===== src/rtl/serial_adder_ctrl.sv =====
// Bit-serial adder: one full_adder cell sequenced LSB-first over WIDTH cycles,
// with the carry held in a register between bits and the sum gathered in parallel.
module full_adder (
    input  logic in_1,
    input  logic in_2,
    input  logic cin,
    output logic sum,
    output logic carry
);
    assign sum   = in_1 ^ in_2 ^ cin;
    assign carry = (in_1 & in_2) | (in_1 & cin) | (in_2 & cin);
endmodule

module serial_adder_ctrl #(
    parameter int WIDTH = 8
) (
    input  logic             sys_clk,
    input  logic             sys_rst_n,
    input  logic             start,
    input  logic [WIDTH-1:0] a_in,
    input  logic [WIDTH-1:0] b_in,
    input  logic             cin,
    output logic             busy,
    output logic             done,
    output logic [WIDTH-1:0] sum_out,
    output logic             cout
);
    localparam int CW = (WIDTH > 1) ? $clog2(WIDTH) : 1;
    localparam logic [CW-1:0] LAST = CW'(WIDTH - 1);

    typedef enum logic [1:0] {
        S_IDLE,
        S_SHIFT,
        S_DONE
    } state_t;

    state_t state_q, state_d;

    logic [WIDTH-1:0] a_sr, b_sr, s_sr, s_next;
    logic             carry_r;
    logic [CW-1:0]    cnt;
    logic             fa_sum, fa_carry;
    logic             last_bit;

    full_adder u_fa (
        .in_1  (a_sr[0]),
        .in_2  (b_sr[0]),
        .cin   (carry_r),
        .sum   (fa_sum),
        .carry (fa_carry)
    );

    // New sum bit enters at the MSB so that after WIDTH shifts bit 0 is the LSB.
    if (WIDTH == 1) begin : g_s1
        assign s_next = fa_sum;
    end else begin : g_sn
        assign s_next = {fa_sum, s_sr[WIDTH-1:1]};
    end

    assign last_bit = (cnt == LAST);
    assign busy     = (state_q != S_IDLE);
    assign done     = (state_q == S_DONE);

    always_comb begin
        state_d = state_q;
        case (state_q)
            S_IDLE:  if (start) state_d = S_SHIFT;
            S_SHIFT: if (last_bit) state_d = S_DONE;
            S_DONE:  state_d = S_IDLE;
            default: state_d = S_IDLE;
        endcase
    end

    always_ff @(posedge sys_clk or negedge sys_rst_n) begin
        if (!sys_rst_n) begin
            state_q <= S_IDLE;
        end else begin
            state_q <= state_d;
        end
    end

    always_ff @(posedge sys_clk or negedge sys_rst_n) begin
        if (!sys_rst_n) begin
            a_sr    <= '0;
            b_sr    <= '0;
            s_sr    <= '0;
            carry_r <= 1'b0;
            cnt     <= '0;
            sum_out <= '0;
            cout    <= 1'b0;
        end else begin
            case (state_q)
                S_IDLE: begin
                    if (start) begin
                        a_sr    <= a_in;
                        b_sr    <= b_in;
                        carry_r <= cin;
                        cnt     <= '0;
                    end
                end
                S_SHIFT: begin
                    s_sr    <= s_next;
                    a_sr    <= a_sr >> 1;
                    b_sr    <= b_sr >> 1;
                    carry_r <= fa_carry;
                    cnt     <= cnt + 1'b1;
                    if (last_bit) begin
                        sum_out <= s_next;
                        cout    <= fa_carry;
                    end
                end
                default: ;
            endcase
        end
    end
endmodule

===== config.mk =====
export PLATFORM = sky130hd
export DESIGN_NAME = serial_adder_ctrl
export DESIGN_NICKNAME = d
export VERILOG_FILES = /design/src/rtl/serial_adder_ctrl.sv
export SDC_FILE = /design/constraint.sdc
export NUM_CORES = 1
export LEC_CHECK = 0
export CAP_MARGIN = 5
export CORE_MARGIN = 2
export CORE_UTILIZATION = 40
export DETAILED_ROUTE_END_ITERATION = 6
export REMOVE_ABC_BUFFERS = 1
export SYNTH_ARGS = -nofsm -noshare
export SYNTH_HDL_FRONTEND = slang
export SYNTH_HIERARCHICAL = 1
export SYNTH_SLANG_ARGS = --single-unit

===== constraint.sdc =====
create_clock -name sys_clk -period 2.15 [get_ports sys_clk]
set_input_delay 0.215 -clock sys_clk [delete_from_list [all_inputs] [get_ports sys_clk]]
set_output_delay 0.215 -clock sys_clk [all_outputs]
set_load 0.005 [all_outputs]

==> results by stage <==
Outcome:
- The run finished with clean final reports.

Layout:
- Cells with a size suffix above 1 make up approximately an eighth of the layout.
- In the final layout, flip-flops and latches occupy 951 um^2.
- The repair_antennas step left the layout with diodes totalling 0.
- The number of fill cells in the layout is between 300 and 400.
- The multi-input combinational cells in the finished layout cover a total of 666 um^2.
- The net count of the finished layout is 202.
- The post-synthesis to final-layout area growth is 22.8%.
- At the end of the flow the core is filled with cells to between 50% and 60%.

Worst hold path:
- The worst min-delay path class is in -> async.

Timing:
- The number of failing hold endpoints at the final stage was 0.
- Headroom to the max-slew limit came out at between 40% and 50%.
- The final clock skew is about 5.2 ps.
- Setup total negative slack on the finished layout was measured at 0 ps.
- At the pin with the least slew margin, the transition time is between 800 and 900 ps.
- The fraction of the cycle the final worst path needs is a little under nine tenths.
- The maximum clock frequency is 547 MHz.
- Setup violations remaining at the end of the flow were counted as 0.
- The minimum period implied by the final worst setup slack is around 1800 ps.
- Setup repair after global routing left no endpoint under its margin.
- The final-report max-slew violation count was 0.

Global route:
- The number of global-route vias before repair is 1144.
- Global routing finished with a remaining overflow of 0.
- Entering global routing, the biggest net connects 39 pins.
- The global router's overall resource usage is between 10% and 20%.
- The first global-routing pass estimated between 5000 and 6000 um of wire.
- The initial antenna violation count was 0.

Floorplan:
- The floorplan step set the die width to slightly below 70 um.
- The floorplan die height is 69.1 um.
- The region available for standard cell placement spans between 0.004 and 0.005 mm^2.
- The die area is roughly 0.0048 mm^2.
- For this configuration, the core starts out at a cell density of 42.1%.
- The number of rows in the core area is 23.
- The number of top-level pins is 31.

CTS:
- The number of gates resized after CTS is 0.
- The tree built by TritonCTS fans out to 38 sinks.
- The quantity of hold-fixing buffers added after cts is 0.
- The number of levels in the clock H-tree is 2.
- The latest clock arrival within the worst-skew pair is around 280 ps.
- The clock passes through at most 2 buffers.
- Clock-pin slew was measured on the worst setup and hold paths at around 70 ps.
- Buffers added to address setup during post-CTS repair amount to 0.
- TritonCTS created 5 clock buffers.
- TritonCTS built the clock tree.
- The clock root buffer is clkbuf_8.

Detailed routing:
- The final wirelength is around 3200 um.
- The highest layer touched by signal routing is met4.
- Summed over all nets, wire length on met3 after detailed routing comes to 213 um.
- Using the TritonRoute via totals, the vias-per-cell ratio works out to between 5 and 6.
- The detail route stage leaves a number of antenna-violating nets equal to 0.
- The wire length on met2 is ~1500 um.
- The routed length on met1 is between 1000 and 1500 um.
- The post-route DRC violation count is 0.
- The first-pass detailed-route iteration total is 4.
- Detailed routing inserted a total of between 1000 and 1500 vias.
- The detail-routed net length per standard cell is about 14 um.
- The violation count after the first detailed-routing iteration is 80.

Place:
- The HPWL after detailed placement is ~2100 um.
- Buffers placed on the I/O ports in this run total 30.
- Routability-driven placement finished with a final weighted congestion of 0.786.

Logic synthesis:
- The share of the Yosys chip area taken by registers is between 50 and 60%.
- In the synthesized netlist, the number of instances is 150.
- The count of different cell masters after synthesis is 24.
- The most used flip-flop cell after synthesis is dfrtp_1.
- After synthesis, the cell types taking the most area are dfrtp_1, o22ai_1, mux2_4.
- The Yosys step of the flow raised 6 warnings.
- The number of enable-type register cells in the synthesized netlist is 0.
- Ranked by instance count, the synthesized netlist is headed by dfrtp_1, o22ai_1, nand2_1.
- The cell type with the highest aggregate area in the netlist is dfrtp_1.
- Counting flops with an async set or reset pin after synthesis yields a share of 100%.
- In this run the mean area of a mapped cell was ~11 um^2.
- The cell with the most instances after synthesis is dfrtp_1.
- Counting flops and latches in the post-synthesis netlist gives 38.
- After synthesis the cells add up to approximately 0.0017 mm^2.
- The proportion of netlist area held by the largest area contributor is between 50 and 60%.

Setup path:
- The sort of element at the start of the critical path is a flip-flop.
- The start-to-end type of the worst setup path is reg -> out.
- Data arrives at the worst endpoint at approximately 1600 ps.
- The number of cells on the worst reg-to-reg path is 3.
- The slowest stage of the critical path belongs to the cell dfrtp_1.
- The startpoint of the lowest-slack register-to-register path is state_q[0].
- In this run the critical register-to-register path is captured at sum_out[0].
- Setup slack on the worst reg-to-reg path comes out at between 600 and 700 ps.
- For the worst setup path, the data required time is between 1500 and 2000 ps.
- The cell class contributing the biggest share of worst-path delay is buffers and inverters.
- The worst path buffer plus inverter count is 2.
- The highest cell delay on the worst timing path is 510 ps.
- Walking the worst path, the cells encountered are inv_2, nor2_1, clkdlybuf4s50_1.
- STA classifies the critical path endpoint as an output pin.
- The maximum net fanout on the critical path is 17.

Power:
- Dividing total power by cell area gives a power density of between 1000 and 1500 mW/mm^2.
- The leakage power figure is roughly 0.94 nW.
- IR analysis of the VDD net gives a maximum drop of around 0.58 mV.

Flow run:
- The max-cap violation count is 0.
-- worst max path at each step --
stage                     startpoint  endpoint  slack (ps)  cells past startpoint
after global placement    state_q[1]      done         650                      3
after CTS                 state_q[1]      done         300                      3
after global routing      state_q[1]      done         230                      3
final                     state_q[1]      done         320                      3
after detailed placement  state_q[1]      done         630                      3
after floorplan               cnt[0]      cout         800                      4
-- final cells by class --
type / instances / share of cell area [%]
flip-flops and latches: 38 / 45.6
multi-input cells: 98 / 32.0
repair buffers: 31 / 14.5
clock buffers: 6 / 3.96
well taps: 50 / 3.00
inverters: 5 / 0.901
-- power breakdown --
part / leakage [nW] / switching [mW] / internal (mW)
Combinational: 0.435 / 0.485 / 0.599
Sequential: 0.460 / 0.235 / 1.05
Clock: 0.0431 / 0.231 / 0.247
-- per-stage QoR --
stage | area, um^2 | setup WS, ps | power (mW) | hold slack (ps) | cells
2_1_floorplan | 1640 | 801 | 1.99 | -80.6 | 141
3_5_place_dp | 2000 | 629 | 2.40 | 375 | 222
3_3_place_gp | 2000 | 655 | 2.37 | 361 | 222
4_1_cts | 2080 | 301 | 2.89 | 67.3 | 228
5_1_grt | 2080 | 234 | 3.09 | 98.2 | 228
6_report | 2080 | 322 | 2.84 | 30.2 | 228
-- flip-flops by register name (all words and copies together), names as in the netlist --
| signal | cells |
|---|---|
| state_q | 2 |
| b_sr | 8 |
| s_sr | 7 |
| cnt | 3 |
| carry_r | 1 |
| cout | 1 |
| sum_out | 8 |
| a_sr | 8 |
-- routing by layer --
| layer | vias up | GRT usage, % |
|---|---|---|
| met5 | - | 0 |
| met3 | 3 | 4.82 |
| met4 | 0 | 3.92 |
| li1 | 594 | - |
| met1 | 564 | 18.5 |
| met2 | 45 | 22.4 |
-- cells by family (layout without fill, tap and decap cells) --
family          Yosys count  in the layout  synth area share [%]
compound gates           53             53                  18.4
flops                    38             38                  56.0
simple gates             32             32                  9.66
buf+inv                  14             42                  4.72
mux                      10             10                  8.55
fa+ha+maj                 3              3                  2.65
-- worst register-to-register path, stage by stage, from the launching register on --
cell	delay, ps
dfrtp_1	490
nor2b_4	390
nand2_8	150
mux2_4	320
-- cells in the final DEF (no fill, tap or decap), types with 2 or more instances in the layout --
cell type / netlist / routed
nand2_1: 23 / 23
inv_1: 4 / 4
mux2_4: 9 / 9
ha_1: 2 / 2
a21oi_1: 15 / 15
clkbuf_8: 0 / 6
o22ai_1: 28 / 28
clkdlybuf4s50_1: 0 / 29
nand2b_2: 2 / 2
o21ai_0: 7 / 7
a22o_1: 2 / 2
nor2_1: 2 / 2
dfrtp_1: 38 / 38
Power figures use the tool's default switching activity.
